===== src/rtl/operand_fetch_pkg.sv =====
// operand_fetch_pkg: shared CPU widths, output-stage state type and a saturating counter helper
package operand_fetch_pkg;
    localparam int DATA_W = 8;
    localparam int ADDR_W = 3;
    localparam int OPC_W  = 4;
    localparam int NREGS  = 1 << ADDR_W;

    typedef enum logic {EMPTY, FULL} ostate_e;

    function automatic logic [7:0] sat_inc(input logic [7:0] v);
        return (v == 8'hFF) ? v : v + 8'd1;
    endfunction
endpackage


===== src/rtl/operand_fetch_if.sv =====
// operand_fetch_if: decode-side, register-file, writeback and ALU-side signals of the operand fetch stage
interface operand_fetch_if import operand_fetch_pkg::*; ();
    logic              in_valid;
    logic              in_ready;
    logic [OPC_W-1:0]  in_opcode;
    logic [ADDR_W-1:0] in_rd;
    logic [ADDR_W-1:0] in_ra;
    logic [ADDR_W-1:0] in_rb;
    logic [DATA_W-1:0] in_imm;
    logic              in_use_imm;
    logic [ADDR_W-1:0] rf_a_address;
    logic [ADDR_W-1:0] rf_b_address;
    logic [DATA_W-1:0] rf_a_data;
    logic [DATA_W-1:0] rf_b_data;
    logic              wb_valid;
    logic [ADDR_W-1:0] wb_rd;
    logic [DATA_W-1:0] wb_data;
    logic              out_valid;
    logic              out_ready;
    logic [OPC_W-1:0]  out_opcode;
    logic [ADDR_W-1:0] out_rd;
    logic [DATA_W-1:0] out_a;
    logic [DATA_W-1:0] out_b;
    logic [7:0]        stall_count;

    modport slave (
        input  in_valid, in_opcode, in_rd, in_ra, in_rb, in_imm, in_use_imm,
        input  rf_a_data, rf_b_data, wb_valid, wb_rd, wb_data, out_ready,
        output in_ready, rf_a_address, rf_b_address,
        output out_valid, out_opcode, out_rd, out_a, out_b, stall_count
    );

    modport master (
        output in_valid, in_opcode, in_rd, in_ra, in_rb, in_imm, in_use_imm,
        output rf_a_data, rf_b_data, wb_valid, wb_rd, wb_data, out_ready,
        input  in_ready, rf_a_address, rf_b_address,
        input  out_valid, out_opcode, out_rd, out_a, out_b, stall_count
    );
endinterface


===== src/rtl/operand_fetch_scoreboard.sv =====
// reg_scoreboard: busy bit per register between issue and writeback; r0 never busy
module reg_scoreboard import operand_fetch_pkg::*; (
    input  logic              clk,
    input  logic              reset,
    input  logic              set_i,
    input  logic [ADDR_W-1:0] set_idx_i,
    input  logic              clr_i,
    input  logic [ADDR_W-1:0] clr_idx_i,
    output logic [NREGS-1:0]  busy_o
);
    logic [NREGS-1:0] busy_q, busy_d;

    // clear first so a same-index issue overrides the writeback
    always_comb begin
        busy_d = busy_q;
        if (clr_i) busy_d[clr_idx_i] = 1'b0;
        if (set_i) busy_d[set_idx_i] = 1'b1;
        busy_d[0] = 1'b0;
    end

    // busy vector register
    always_ff @(posedge clk) begin
        if (reset) busy_q <= '0;
        else       busy_q <= busy_d;
    end

    assign busy_o = busy_q;
endmodule


===== src/rtl/operand_fetch.sv =====
// operand_fetch: reads sources with writeback bypass, stalls on scoreboard hazards, registers operands for the ALU
module operand_fetch import operand_fetch_pkg::*; (
    input  logic       clk,
    input  logic       reset,
    operand_fetch_if.slave bus
);
    logic [NREGS-1:0]  busy;
    logic              wb_a, wb_b, hazard, accept;
    logic [DATA_W-1:0] src_a, src_b;
    ostate_e           state_q, state_d;
    logic [OPC_W-1:0]  opcode_q, opcode_d;
    logic [ADDR_W-1:0] rd_q, rd_d;
    logic [DATA_W-1:0] a_q, a_d, b_q, b_d;
    logic [7:0]        stall_q, stall_d;

    assign bus.rf_a_address = bus.in_ra;
    assign bus.rf_b_address = bus.in_rb;

    assign wb_a   = bus.wb_valid && bus.wb_rd == bus.in_ra;
    assign wb_b   = bus.wb_valid && bus.wb_rd == bus.in_rb;
    assign hazard = bus.in_valid && ((busy[bus.in_ra] && !wb_a) ||
                    (!bus.in_use_imm && busy[bus.in_rb] && !wb_b));
    assign bus.in_ready = (state_q == EMPTY || bus.out_ready) && !hazard;
    assign accept = bus.in_valid && bus.in_ready && !reset;

    assign src_a = (bus.in_ra == '0) ? '0 : wb_a ? bus.wb_data : bus.rf_a_data;
    assign src_b = bus.in_use_imm ? bus.in_imm :
                   (bus.in_rb == '0) ? '0 : wb_b ? bus.wb_data : bus.rf_b_data;

    reg_scoreboard u_sb (
        .clk       (clk),
        .reset     (reset),
        .set_i     (accept && bus.in_rd != '0),
        .set_idx_i (bus.in_rd),
        .clr_i     (bus.wb_valid),
        .clr_idx_i (bus.wb_rd),
        .busy_o    (busy)
    );

    // output stage: load on accept, drain when consumed, otherwise hold
    always_comb begin
        state_d  = state_q;
        opcode_d = opcode_q;
        rd_d     = rd_q;
        a_d      = a_q;
        b_d      = b_q;
        stall_d  = hazard ? sat_inc(stall_q) : stall_q;
        if (accept) begin
            state_d  = FULL;
            opcode_d = bus.in_opcode;
            rd_d     = bus.in_rd;
            a_d      = src_a;
            b_d      = src_b;
        end else if (state_q == FULL && bus.out_ready) begin
            state_d = EMPTY;
        end
    end

    // state and output registers
    always_ff @(posedge clk) begin
        if (reset) begin
            state_q  <= EMPTY;
            opcode_q <= '0;
            rd_q     <= '0;
            a_q      <= '0;
            b_q      <= '0;
            stall_q  <= '0;
        end else begin
            state_q  <= state_d;
            opcode_q <= opcode_d;
            rd_q     <= rd_d;
            a_q      <= a_d;
            b_q      <= b_d;
            stall_q  <= stall_d;
        end
    end

    assign bus.out_valid   = state_q == FULL;
    assign bus.out_opcode  = opcode_q;
    assign bus.out_rd      = rd_q;
    assign bus.out_a       = a_q;
    assign bus.out_b       = b_q;
    assign bus.stall_count = stall_q;
endmodule


===== src/flat_wrapper.sv =====
// flat-port wrapper written by rule: the top's interface ports become plain ports
module operand_fetch_flat import operand_fetch_pkg::*;
  (clk, reset, bus_in_valid, bus_in_opcode, bus_in_rd, bus_in_ra, bus_in_rb, bus_in_imm, bus_in_use_imm, bus_rf_a_data, bus_rf_b_data, bus_wb_valid, bus_wb_rd, bus_wb_data, bus_out_ready, bus_in_ready, bus_rf_a_address, bus_rf_b_address, bus_out_valid, bus_out_opcode, bus_out_rd, bus_out_a, bus_out_b, bus_stall_count);
  operand_fetch_if bus_i ();
  input  logic clk;
  input  logic reset;
  input wire logic [$bits(bus_i.in_valid)-1:0] bus_in_valid;
  input wire logic [$bits(bus_i.in_opcode)-1:0] bus_in_opcode;
  input wire logic [$bits(bus_i.in_rd)-1:0] bus_in_rd;
  input wire logic [$bits(bus_i.in_ra)-1:0] bus_in_ra;
  input wire logic [$bits(bus_i.in_rb)-1:0] bus_in_rb;
  input wire logic [$bits(bus_i.in_imm)-1:0] bus_in_imm;
  input wire logic [$bits(bus_i.in_use_imm)-1:0] bus_in_use_imm;
  input wire logic [$bits(bus_i.rf_a_data)-1:0] bus_rf_a_data;
  input wire logic [$bits(bus_i.rf_b_data)-1:0] bus_rf_b_data;
  input wire logic [$bits(bus_i.wb_valid)-1:0] bus_wb_valid;
  input wire logic [$bits(bus_i.wb_rd)-1:0] bus_wb_rd;
  input wire logic [$bits(bus_i.wb_data)-1:0] bus_wb_data;
  input wire logic [$bits(bus_i.out_ready)-1:0] bus_out_ready;
  output wire logic [$bits(bus_i.in_ready)-1:0] bus_in_ready;
  output wire logic [$bits(bus_i.rf_a_address)-1:0] bus_rf_a_address;
  output wire logic [$bits(bus_i.rf_b_address)-1:0] bus_rf_b_address;
  output wire logic [$bits(bus_i.out_valid)-1:0] bus_out_valid;
  output wire logic [$bits(bus_i.out_opcode)-1:0] bus_out_opcode;
  output wire logic [$bits(bus_i.out_rd)-1:0] bus_out_rd;
  output wire logic [$bits(bus_i.out_a)-1:0] bus_out_a;
  output wire logic [$bits(bus_i.out_b)-1:0] bus_out_b;
  output wire logic [$bits(bus_i.stall_count)-1:0] bus_stall_count;
  assign bus_i.in_valid = bus_in_valid;
  assign bus_i.in_opcode = bus_in_opcode;
  assign bus_i.in_rd = bus_in_rd;
  assign bus_i.in_ra = bus_in_ra;
  assign bus_i.in_rb = bus_in_rb;
  assign bus_i.in_imm = bus_in_imm;
  assign bus_i.in_use_imm = bus_in_use_imm;
  assign bus_i.rf_a_data = bus_rf_a_data;
  assign bus_i.rf_b_data = bus_rf_b_data;
  assign bus_i.wb_valid = bus_wb_valid;
  assign bus_i.wb_rd = bus_wb_rd;
  assign bus_i.wb_data = bus_wb_data;
  assign bus_i.out_ready = bus_out_ready;
  assign bus_in_ready = bus_i.in_ready;
  assign bus_rf_a_address = bus_i.rf_a_address;
  assign bus_rf_b_address = bus_i.rf_b_address;
  assign bus_out_valid = bus_i.out_valid;
  assign bus_out_opcode = bus_i.out_opcode;
  assign bus_out_rd = bus_i.out_rd;
  assign bus_out_a = bus_i.out_a;
  assign bus_out_b = bus_i.out_b;
  assign bus_stall_count = bus_i.stall_count;
  operand_fetch u_core (.clk(clk), .reset(reset), .bus(bus_i));
endmodule

===== config.mk =====
export PLATFORM = sky130hd
export DESIGN_NAME = operand_fetch_flat
export DESIGN_NICKNAME = d
export VERILOG_FILES = /design/src/rtl/operand_fetch_pkg.sv /design/src/rtl/operand_fetch_if.sv /design/src/rtl/operand_fetch_scoreboard.sv /design/src/rtl/operand_fetch.sv /design/src/flat_wrapper.sv
export SDC_FILE = /design/constraint.sdc
export NUM_CORES = 1
export LEC_CHECK = 0
export ABC_CLOCK_PERIOD_IN_PS = 3600
export BUFFER_PORTS_ARGS = -buffer_cell sky130_fd_sc_hd__buf_2
export CAP_MARGIN = 20
export CELL_PAD_IN_SITES_DETAIL_PLACEMENT = 0
export CELL_PAD_IN_SITES_GLOBAL_PLACEMENT = 1
export CORE_MARGIN = 4
export CORE_UTILIZATION = 36
export DETAILED_ROUTE_END_ITERATION = 10
export PLACE_DENSITY = 0.84
export REMOVE_ABC_BUFFERS = 1
export SYNTH_ARGS = -nofsm -noshare
export SYNTH_HDL_FRONTEND = slang
export SYNTH_SLANG_ARGS = --single-unit
export TNS_END_PERCENT = 10

===== constraint.sdc =====
create_clock -name clk -period 3.6 [get_ports clk]
set_input_delay 0.72 -clock clk [delete_from_list [all_inputs] [get_ports clk]]
set_output_delay 0.72 -clock clk [all_outputs]
set_load 0.01 [all_outputs]

==> results.md, run 1 <==
* DRC errors left at 0
* Grt met2 use at 26.84%
* Simple-gate share of the synthesized area at 22.03%
* Min Hold Slack at 0.4528 ns
* Pre-CTS setup slack at 0.6209 ns
* Placed cell areas at 2594 sq um
* GR Util met1 at 21.87%
* Crit-path cells: buf_2 > mux2_1 > a221o_1 > and4_4 > o21ai_0 > and2_1 > buf_2
* Reg2reg start: u_core.u_sb.busy_o[3]$_SDFF_PP0_
* Clock slew at reported path FFs at 0.07 ns
* Final hold vios at 0
* Largest stage delay, worst path at 0.35 ns
* Relative slew slack at 34.45%
* Core area at 5642 sq um
* Post-synthesis compound-gate area fraction at 18.01%
* Max Slew Vio Count at 0
* Synth warn at 0
* Worst Clk Skew at 0.003202 ns
* Buffers on Ports at 92
* Final worst setup slack at 0.6421 ns
* Register area share after synthesis at 36.36%
* Die height at 85.23 microns
* DR iter-0 viols at 78
* Post-synth EDFFs at 0
* Total CTS buffers at 5
* Max-cap violation count at 0
* N_diodes at 0
* R2R setup slack at 1.46 ns
* Post-synthesis mux area share at 12.59%
* Total power at 0.9157 mW
* H-tree lvl count at 2
* Worst Path Max Fanout at 7
* Family with the most delay on the worst path: compound AO/OA/AOI/OAI gates
* Final Cell Area at 2666 sq um
* Fmax at 338.1 MHz
* Commonest non-fill, non-tap cells in the layout: buf_2, dfxtp_1, nor2_1, nand2_1, mux2i_1
* Post-synth top area share at 36.36%
* Via/cell ratio at 5.128
* Vias in the first global route at 1970
* GRT Resource Usage Total at 16.69%
* WHS Path Cells at 2
* Worst Hold Class: reg2reg
* Post_cts resized at 0
* Req. time, crit path at 2.88 ns
* Hold Buf Count CTS at 0
* Floorplan row count at 27
* Status: finished clean
* Post-Route WL at 5883 microns
* Critical path type: in2out
* CTS max path bufs at 2
* Post-synthesis xor/xnor area fraction at 2.855%
* First-pass GRT wire length at 9922 microns
* CP max-delay cell: a221o_1
* Crit start category: input port
* Sink Count at 39
* Synth Area in Adders at 0.5828%
* Layout cells sized above 1 at 36.59%
* Area grow syn2layout at 24.18%
* Top-Level Pins at 93
* CP Capture Type: output pin
* Non-Filler Instances at 400
* CP most frequent cell: buf_2
* Synthesis-stage register bit count at 39
* Syn avg cell area at 8.588 sq um
* ANT nets after route at 0
* Area leader, netlist: dfxtp_1
* R2r endpoint: u_core.bus.out_a[5]$_SDFFE_PP0P_
* Final Core Density at 47.26%
* Cell Area, Synth at 2147 sq um
* Fin crit share at 82.16%
* Detailed-route via count at 2051
* Nets at 384
* Worst-skew pair later-pin latency at 0.28 ns
* Gate count of the mapped netlist at 250
* Remaining Overflow, GRT at 0
* Unique cell type count in the Yosys netlist at 44
* Top post-synthesis cells by area: dfxtp_1, mux2i_1, nand2_1
* Number of buffers and inverters on the critical path at 2
* Final worst path period need at 2.958 ns
* Avg WL per Cell at 14.71 microns
* Initial antenna violation count at 0
* Crit path DAT at 2.24 ns
* Worst Max-Slew Pin Slew at 0.9749 ns
* Maximum number of pins on one net before global-route repair at 39
* Largest family of logic cells by synthesized area: simple AND/OR/NAND/NOR gates
* Primary FF master, synth: dfxtp_1
* Most common cell after layout, fill and taps aside: buf_2
* RSZ-0062 raised after global routing: false
* CTS root buffer: clkbuf_8
* M3 GR Usage at 5.437%
* Gp weighted congestion at 0.7816
* Initial core utilization at 38.06%
* CTS tree: yes
* Hold Crit Endpoint: u_core.bus.out_opcode[3]$_SDFFE_PP0P_
* PD cells at 343.4 nW/um^2
* Final setup fails at 0
* Hold path start: u_core.bus.out_opcode[3]$_SDFFE_PP0P_
* Dpl hpwl at 4437 microns
* DR pass1 iterations at 4
* Die area at 7263 sq um
* Post-synth ARST share at 0%
* GR peak layer: met2
* Placed Instances at 394
* Max VDD drop at 170.2 uV
* R2r worst-path depth at 6
* Die X at 85.23 microns
* Leakage at 1.277 nW
* Post-CTS setup buffers at 0
* Post-Route Setup TNS at 0 ns
registers in the layout, indices dropped and copies added (netlist names):
| register | flops |
|---|---|
| u_core.bus.out_a | 8 |
| u_core.bus.out_b | 8 |
| u_core.bus.stall_count | 8 |
| u_core.u_sb.busy_o | 7 |
| u_core.bus.out_opcode | 4 |
| u_core.bus.out_rd | 3 |
| u_core.bus.out_valid | 1 |
cell families (layout without fill, tap and decap cells):
logic type	count (synthesis)	count (layout)
fa+ha+maj	1	1
simple gates	94	94
compound gates	56	56
xor+xnor	7	7
mux	26	26
flops	39	39
buf+inv	27	105
cell usage after synthesis, types with 2 or more instances:
master    count
mux2_2        3
mux2i_1      21
nand4_1       8
nand3_1       6
o311ai_0      6
a211oi_1      8
xnor2_1       7
nor2_1       26
nand2_1      26
nor2b_1       4
inv_1         2
o21ai_2       5
clkbuf_1      9
o41ai_1       2
or3_1         9
dfxtp_1      39
a21oi_1      11
o31ai_1       3
and3_1        2
or2_2         2
buf_4         7
nor3_1        2
buf_6         4
nand3b_1      2
o21ai_0      14
buf_2         4
layer usage:
metal  vias to the layer above  wire [microns]
li1                       1050               -
met1                       945            2606
met2                        54            2769
met3                         2             483
met4                         0              23
met5                         -               0
power breakdown:
group | internal, mW | total, mW | switching, mW
combinational | 0.0830 | 0.186 | 0.103
sequential | 0.452 | 0.462 | 0.0109
clock | 0.129 | 0.267 | 0.138
total | 0.664 | 0.916 | 0.252
final cells by class:
class / count / area (sq um)
clock buffer: 6 / 72.57
inverter: 3 / 11.26
tap: 72 / 90.09
sequential: 39 / 780.7
multi-input combinational: 184 / 1209
fill: 565 / 2975
timing repair buffer: 96 / 503.0
how the worst max path moves through the flow:
stage                     slack (ns)          from                               end  cells past startpoint
after detailed placement        0.62  bus_in_rb[1]                      bus_in_ready                      7
after global placement          0.65  bus_in_rb[1]                      bus_in_ready                      7
after floorplan                -0.93  bus_wb_rd[1]  u_core.u_sb.busy_o[1]$_SDFF_PP0_                      6
after CTS                       0.62  bus_in_rb[1]                      bus_in_ready                      7
final                           0.64  bus_in_rb[1]                      bus_in_ready                      7
after global routing            0.48  bus_in_ra[2]                      bus_in_ready                      7
tightest hold or removal path, stage by stage (launching register included):
cell and delay [ns]:
dfxtp_1 0.31, nand2_1 0.05, o21ai_0 0.06
(Power assumes the default switching activity.)
==> inputs of run 2 (changes only) <==
--- a/config.mk
+++ b/config.mk
@@ -5,15 +5,15 @@
 export SDC_FILE = /design/constraint.sdc
 export NUM_CORES = 1
 export LEC_CHECK = 0
-export ABC_CLOCK_PERIOD_IN_PS = 3600
+export ABC_CLOCK_PERIOD_IN_PS = 2820
 export BUFFER_PORTS_ARGS = -buffer_cell sky130_fd_sc_hd__buf_2
 export CAP_MARGIN = 20
 export CELL_PAD_IN_SITES_DETAIL_PLACEMENT = 0
 export CELL_PAD_IN_SITES_GLOBAL_PLACEMENT = 1
 export CORE_MARGIN = 4
-export CORE_UTILIZATION = 36
+export CORE_UTILIZATION = 34
 export DETAILED_ROUTE_END_ITERATION = 10
-export PLACE_DENSITY = 0.84
+export PLACE_DENSITY = 0.8
 export REMOVE_ABC_BUFFERS = 1
 export SYNTH_ARGS = -nofsm -noshare
 export SYNTH_HDL_FRONTEND = slang
==> constraint.sdc (replaced) <==
create_clock -name clk -period 2.82 [get_ports clk]
set_input_delay 0.564 -clock clk [delete_from_list [all_inputs] [get_ports clk]]
set_output_delay 0.564 -clock clk [all_outputs]
set_load 0.01 [all_outputs]
==> results.md, run 2 (same netlist as run 1, synthesis figures left out) <==
* Placed Instances at 399
* Worst-skew pair later-pin latency at 0.28 ns
* DR iter-0 viols at 60
* H-tree lvl count at 2
* Number of buffers and inverters on the critical path at 2
* Maximum number of pins on one net before global-route repair at 26
* Die X at 87.47 microns
* Remaining Overflow, GRT at 0
* Max VDD drop at 196.9 uV
* RSZ-0062 raised after global routing: false
* Avg WL per Cell at 14.80 microns
* Status: finished clean
* Req. time, crit path at 2.26 ns
* PD cells at 446.1 nW/um^2
* Total power at 1.203 mW
* Family with the most delay on the worst path: compound AO/OA/AOI/OAI gates
* Final hold vios at 0
* CP most frequent cell: buf_2
* Fmax at 384.3 MHz
* Post-Route WL at 6024 microns
* Final Core Density at 44.77%
* Final worst path period need at 2.602 ns
* Multi-input gate area at 1209 sq um
* Crit start category: input port
* Worst Path Max Fanout at 7
* Relative slew slack at 39.59%
* Fillcell total at 642
* Total CTS buffers at 5
* Worst Max-Slew Pin Slew at 0.8985 ns
* Initial core utilization at 35.63%
* Fin crit share at 92.28%
* Largest stage delay, worst path at 0.36 ns
* Hold Buf Count CTS at 0
* Detailed-route via count at 2057
* Clock slew at reported path FFs at 0.07 ns
* Area grow syn2layout at 25.64%
* Final setup fails at 0
* Max-cap violation count at 0
* Dpl hpwl at 4539 microns
* Post-CTS setup buffers at 0
* Via/cell ratio at 5.054
* Vias in the first global route at 2026
* Non-Filler Instances at 407
* CP Capture Type: output pin
* First-pass GRT wire length at 9694 microns
* CP max-delay cell: a221o_1
* CTS max path bufs at 2
* Crit-path cells: buf_2 > mux2_1 > a221o_1 > and4_4 > o21ai_1 > and2_1 > buf_2
* Buffers on Ports at 92
* Die height at 87.47 microns
* Worst Hold Class: reg2reg
* Top-Level Pins at 93
* Leakage at 1.291 nW
* Core area at 6026 sq um
* DR pass1 iterations at 4
* Initial antenna violation count at 0
* GRT Resource Usage Total at 16.00%
* N_diodes at 0
* Nets at 386
* Gp weighted congestion at 0.8664
* DRC errors left at 0
* Area occupied by registers at 780.7 sq um
* Commonest non-fill, non-tap cells in the layout: buf_2, dfxtp_1, nor2_1, nand2_1, mux2i_1
* Sink Count at 39
* CTS root buffer: clkbuf_8
* ANT nets after route at 0
* Die area at 7650 sq um
* Crit path DAT at 2.04 ns
* Critical path type: in2out
* Floorplan row count at 28
* CTS tree: yes
* Post_cts resized at 0
* Worst Clk Skew at 0.005141 ns
* Most common cell after layout, fill and taps aside: buf_2
* Layout cells sized above 1 at 37.35%
* Max Slew Vio Count at 0
-- run 2: report_power, final --
| group | internal (mW) | switching, mW | total, mW |
|---|---|---|---|
| logic | 0.108 | 0.134 | 0.242 |
| registers | 0.576 | 0.0139 | 0.590 |
| clock network | 0.173 | 0.198 | 0.371 |
| total | 0.857 | 0.346 | 1.20 |
-- run 2: path summary, 6_finish.rpt --
check | from | endpoint | slack (ns) | depth (start not counted)
worst max-delay path | bus_in_rb[1] | bus_in_ready | 0.22 | 7
worst min-delay path | u_core.bus.out_a[7]$_SDFFE_PP0P_ | u_core.bus.out_a[7]$_SDFFE_PP0P_ | 0.46 | 2
worst max register to register | u_core.u_sb.busy_o[3]$_SDFF_PP0_ | u_core.bus.out_a[2]$_SDFFE_PP0P_ | 0.66 | 6
worst min register to register | u_core.bus.out_a[7]$_SDFFE_PP0P_ | u_core.bus.out_a[7]$_SDFFE_PP0P_ | 0.46 | 2
-- run 2: metrics by stage --
stage	hold WS [ns]	cell area [sq um]	TNS, ns	worst slack [ns]
finish	0.4577	2698	0	0.2178
global route	0.4722	2698	0	0.09597
CTS	0.4583	2698	0	0.1201
detailed placement	0.4483	2613	0	0.1194
global placement	0.4422	2613	0	0.1781
floorplan	0.4623	1996	-34.66	-1.554
-- run 2: area by class of cell --
class	instances	share of cell area, %
multi-input combinational	184	44.81
sequential	39	28.94
timing repair buffer	98	19.20
tap	75	3.479
clock buffer	6	2.690
clock inverter	2	0.4638
inverter	3	0.4174
-- run 2: metal layers --
metal | up-vias | wire, microns | global-route usage (%)
met5 | - | 0 | 0
met4 | 0 | 50 | 4.184
met3 | 4 | 349 | 3.690
met2 | 56 | 2824 | 26.10
met1 | 942 | 2800 | 21.17
li1 | 1055 | - | -
-- run 2: worst reg2reg max path, stage by stage (launching register included) --
cell and delay, ns:
dfxtp_1 0.33, mux2_1 0.30, a221o_1 0.36, and4_4 0.17, or3_4 0.47, or3_1 0.41, o21ai_2 0.06
==> inputs of run 3 (changes only) <==
--- a/config.mk
+++ b/config.mk
@@ -5,7 +5,7 @@
 export SDC_FILE = /design/constraint.sdc
 export NUM_CORES = 1
 export LEC_CHECK = 0
-export ABC_CLOCK_PERIOD_IN_PS = 2820
+export ABC_CLOCK_PERIOD_IN_PS = 2950
 export BUFFER_PORTS_ARGS = -buffer_cell sky130_fd_sc_hd__buf_2
 export CAP_MARGIN = 20
 export CELL_PAD_IN_SITES_DETAIL_PLACEMENT = 0
==> constraint.sdc (replaced) <==
create_clock -name clk -period 2.95 [get_ports clk]
set_input_delay 0.59 -clock clk [delete_from_list [all_inputs] [get_ports clk]]
set_output_delay 0.59 -clock clk [all_outputs]
set_load 0.01 [all_outputs]
==> results.md, run 3 (same netlist as run 1, synthesis figures left out) <==
* Floorplan row count at 28
* Worst Hold Class: reg2reg
* Post-Route WL at 6019 microns
* Final worst setup slack at 0.2301 ns
* CTS tree: yes
* GRT Resource Usage Total at 16.49%
* H-tree lvl count at 2
* Maximum number of pins on one net before global-route repair at 26
* Max VDD drop at 262.1 uV
* Final setup fails at 0
* Pre-CTS setup slack at 0.2448 ns
* Total CTS buffers at 5
* Top-Level Pins at 93
* Commonest non-fill, non-tap cells in the layout: buf_2, dfxtp_1, nor2_1, nand2_1, mux2i_1
* Leakage at 1.297 nW
* Initial core utilization at 35.63%
* Layout cells sized above 1 at 37.65%
* Worst Path Max Fanout at 7
* Remaining Overflow, GRT at 0
* Detailed-route via count at 2074
* DR pass1 iterations at 4
* RSZ-0062 raised after global routing: false
* Family with the most delay on the worst path: compound AO/OA/AOI/OAI gates
* R2r endpoint: u_core.bus.out_a[1]$_SDFFE_PP0P_
* N_diodes at 0
* Total power at 1.181 mW
* Gp weighted congestion at 0.8367
* Max Slew Vio Count at 0
* R2r worst-path depth at 6
* Reg2reg start: u_core.u_sb.busy_o[1]$_SDFF_PP0_
* Die area at 7650 sq um
* Worst Max-Slew Pin Slew at 1.022 ns
* R2R setup slack at 0.80 ns
* WHS Path Cells at 2
* Worst-skew pair later-pin latency at 0.29 ns
* Die X at 87.47 microns
* Clock slew at reported path FFs at 0.08 ns
* Crit path DAT at 2.13 ns
* CP max-delay cell: mux2_1
* Hold Buf Count CTS at 0
* Status: finished clean
* ANT nets after route at 0
* Fin crit share at 92.20%
* Non-Filler Instances at 407
* Crit-path cells: buf_2 > mux2_1 > a221o_1 > and4_4 > o21ai_0 > and2_1 > buf_2
* Dpl hpwl at 4537 microns
* Initial antenna violation count at 0
* PD cells at 435.5 nW/um^2
* Placed cell areas at 2613 sq um
* Nets at 386
* Number of buffers and inverters on the critical path at 2
* DR iter-0 viols at 74
* Largest stage delay, worst path at 0.34 ns
* Most common cell after layout, fill and taps aside: buf_2
* Critical path type: in2out
* Worst Clk Skew at 0.009908 ns
* Hold Crit Endpoint: u_core.bus.out_a[3]$_SDFFE_PP0P_
* Req. time, crit path at 2.36 ns
* Placed Instances at 399
* Final Core Density at 45.00%
* Via/cell ratio at 5.096
* CP Capture Type: output pin
* Die height at 87.47 microns
* Hold path start: u_core.bus.out_a[3]$_SDFFE_PP0P_
* Avg WL per Cell at 14.79 microns
* Post_cts resized at 0
* Fmax at 367.7 MHz
* Max-cap violation count at 0
* Final hold vios at 0
* Final worst path period need at 2.720 ns
* DRC errors left at 0
* CTS max path bufs at 2
* Relative slew slack at 31.30%
* Buffers on Ports at 92
* Final Cell Area at 2711 sq um
* Core area at 6026 sq um
* CP most frequent cell: buf_2
* Area grow syn2layout at 26.28%
* First-pass GRT wire length at 9867 microns
* CTS root buffer: clkbuf_8
* Vias in the first global route at 1955
* Sink Count at 39
* Post-CTS setup buffers at 0
* Crit start category: input port
## run 3: cell counts in the layout (fill, tap and decap cells not counted)
Identical to the previous run, type by type.
## run 3: worst max path at each step
stage / startpoint / end / slack (ns) / cells after the start
after floorplan: bus_wb_rd[1] / u_core.u_sb.busy_o[1]$_SDFF_PP0_ / -1.45 / 6
after global placement: bus_in_rb[1] / bus_in_ready / 0.25 / 7
after detailed placement: bus_in_rb[1] / bus_in_ready / 0.24 / 7
after CTS: bus_in_rb[1] / bus_in_ready / 0.24 / 7
after global routing: bus_in_ra[2] / bus_in_ready / 0.06 / 7
final: bus_in_rb[1] / bus_in_ready / 0.23 / 7
## run 3: routing by layer
metal  vias to the layer above  global-route usage, %  wire, microns
met4                         0                  4.184             66
met3                         7                  4.447            432
met1                       949                  22.96           2795
met2                        63                  25.14           2724
met5                         -                      0              0
li1                       1055                      -              -
## run 3: worst reg2reg max path: stages (launching register included)
cell	delay, ns
dfxtp_1	0.34
mux2_1	0.29
a221o_1	0.34
and4_4	0.16
or3_4	0.47
or3_1	0.39
o21ai_0	0.07
## run 3: layout make-up
cell class / instances / area [sq um]
clock buffers: 6 / 82.58
clock inverters: 2 / 16.27
fillers: 630 / 3314
inverters: 3 / 11.26
multi-input cells: 184 / 1209
flip-flops and latches: 39 / 780.7
well taps: 75 / 93.84
repair buffers: 98 / 518.0
## run 3: through the flow
step / hold slack, ns / TNS (ns)
floorplan: 0.4623 / -31.75
global placement: 0.4420 / 0
detailed placement: 0.4473 / 0
CTS: 0.4618 / 0
global route: 0.4756 / 0
finish: 0.4616 / 0
## run 3: power by group
part	internal, mW	total, mW	switching (mW)
logic	0.103	0.231	0.128
clock network	0.191	0.385	0.195
registers	0.551	0.564	0.0137
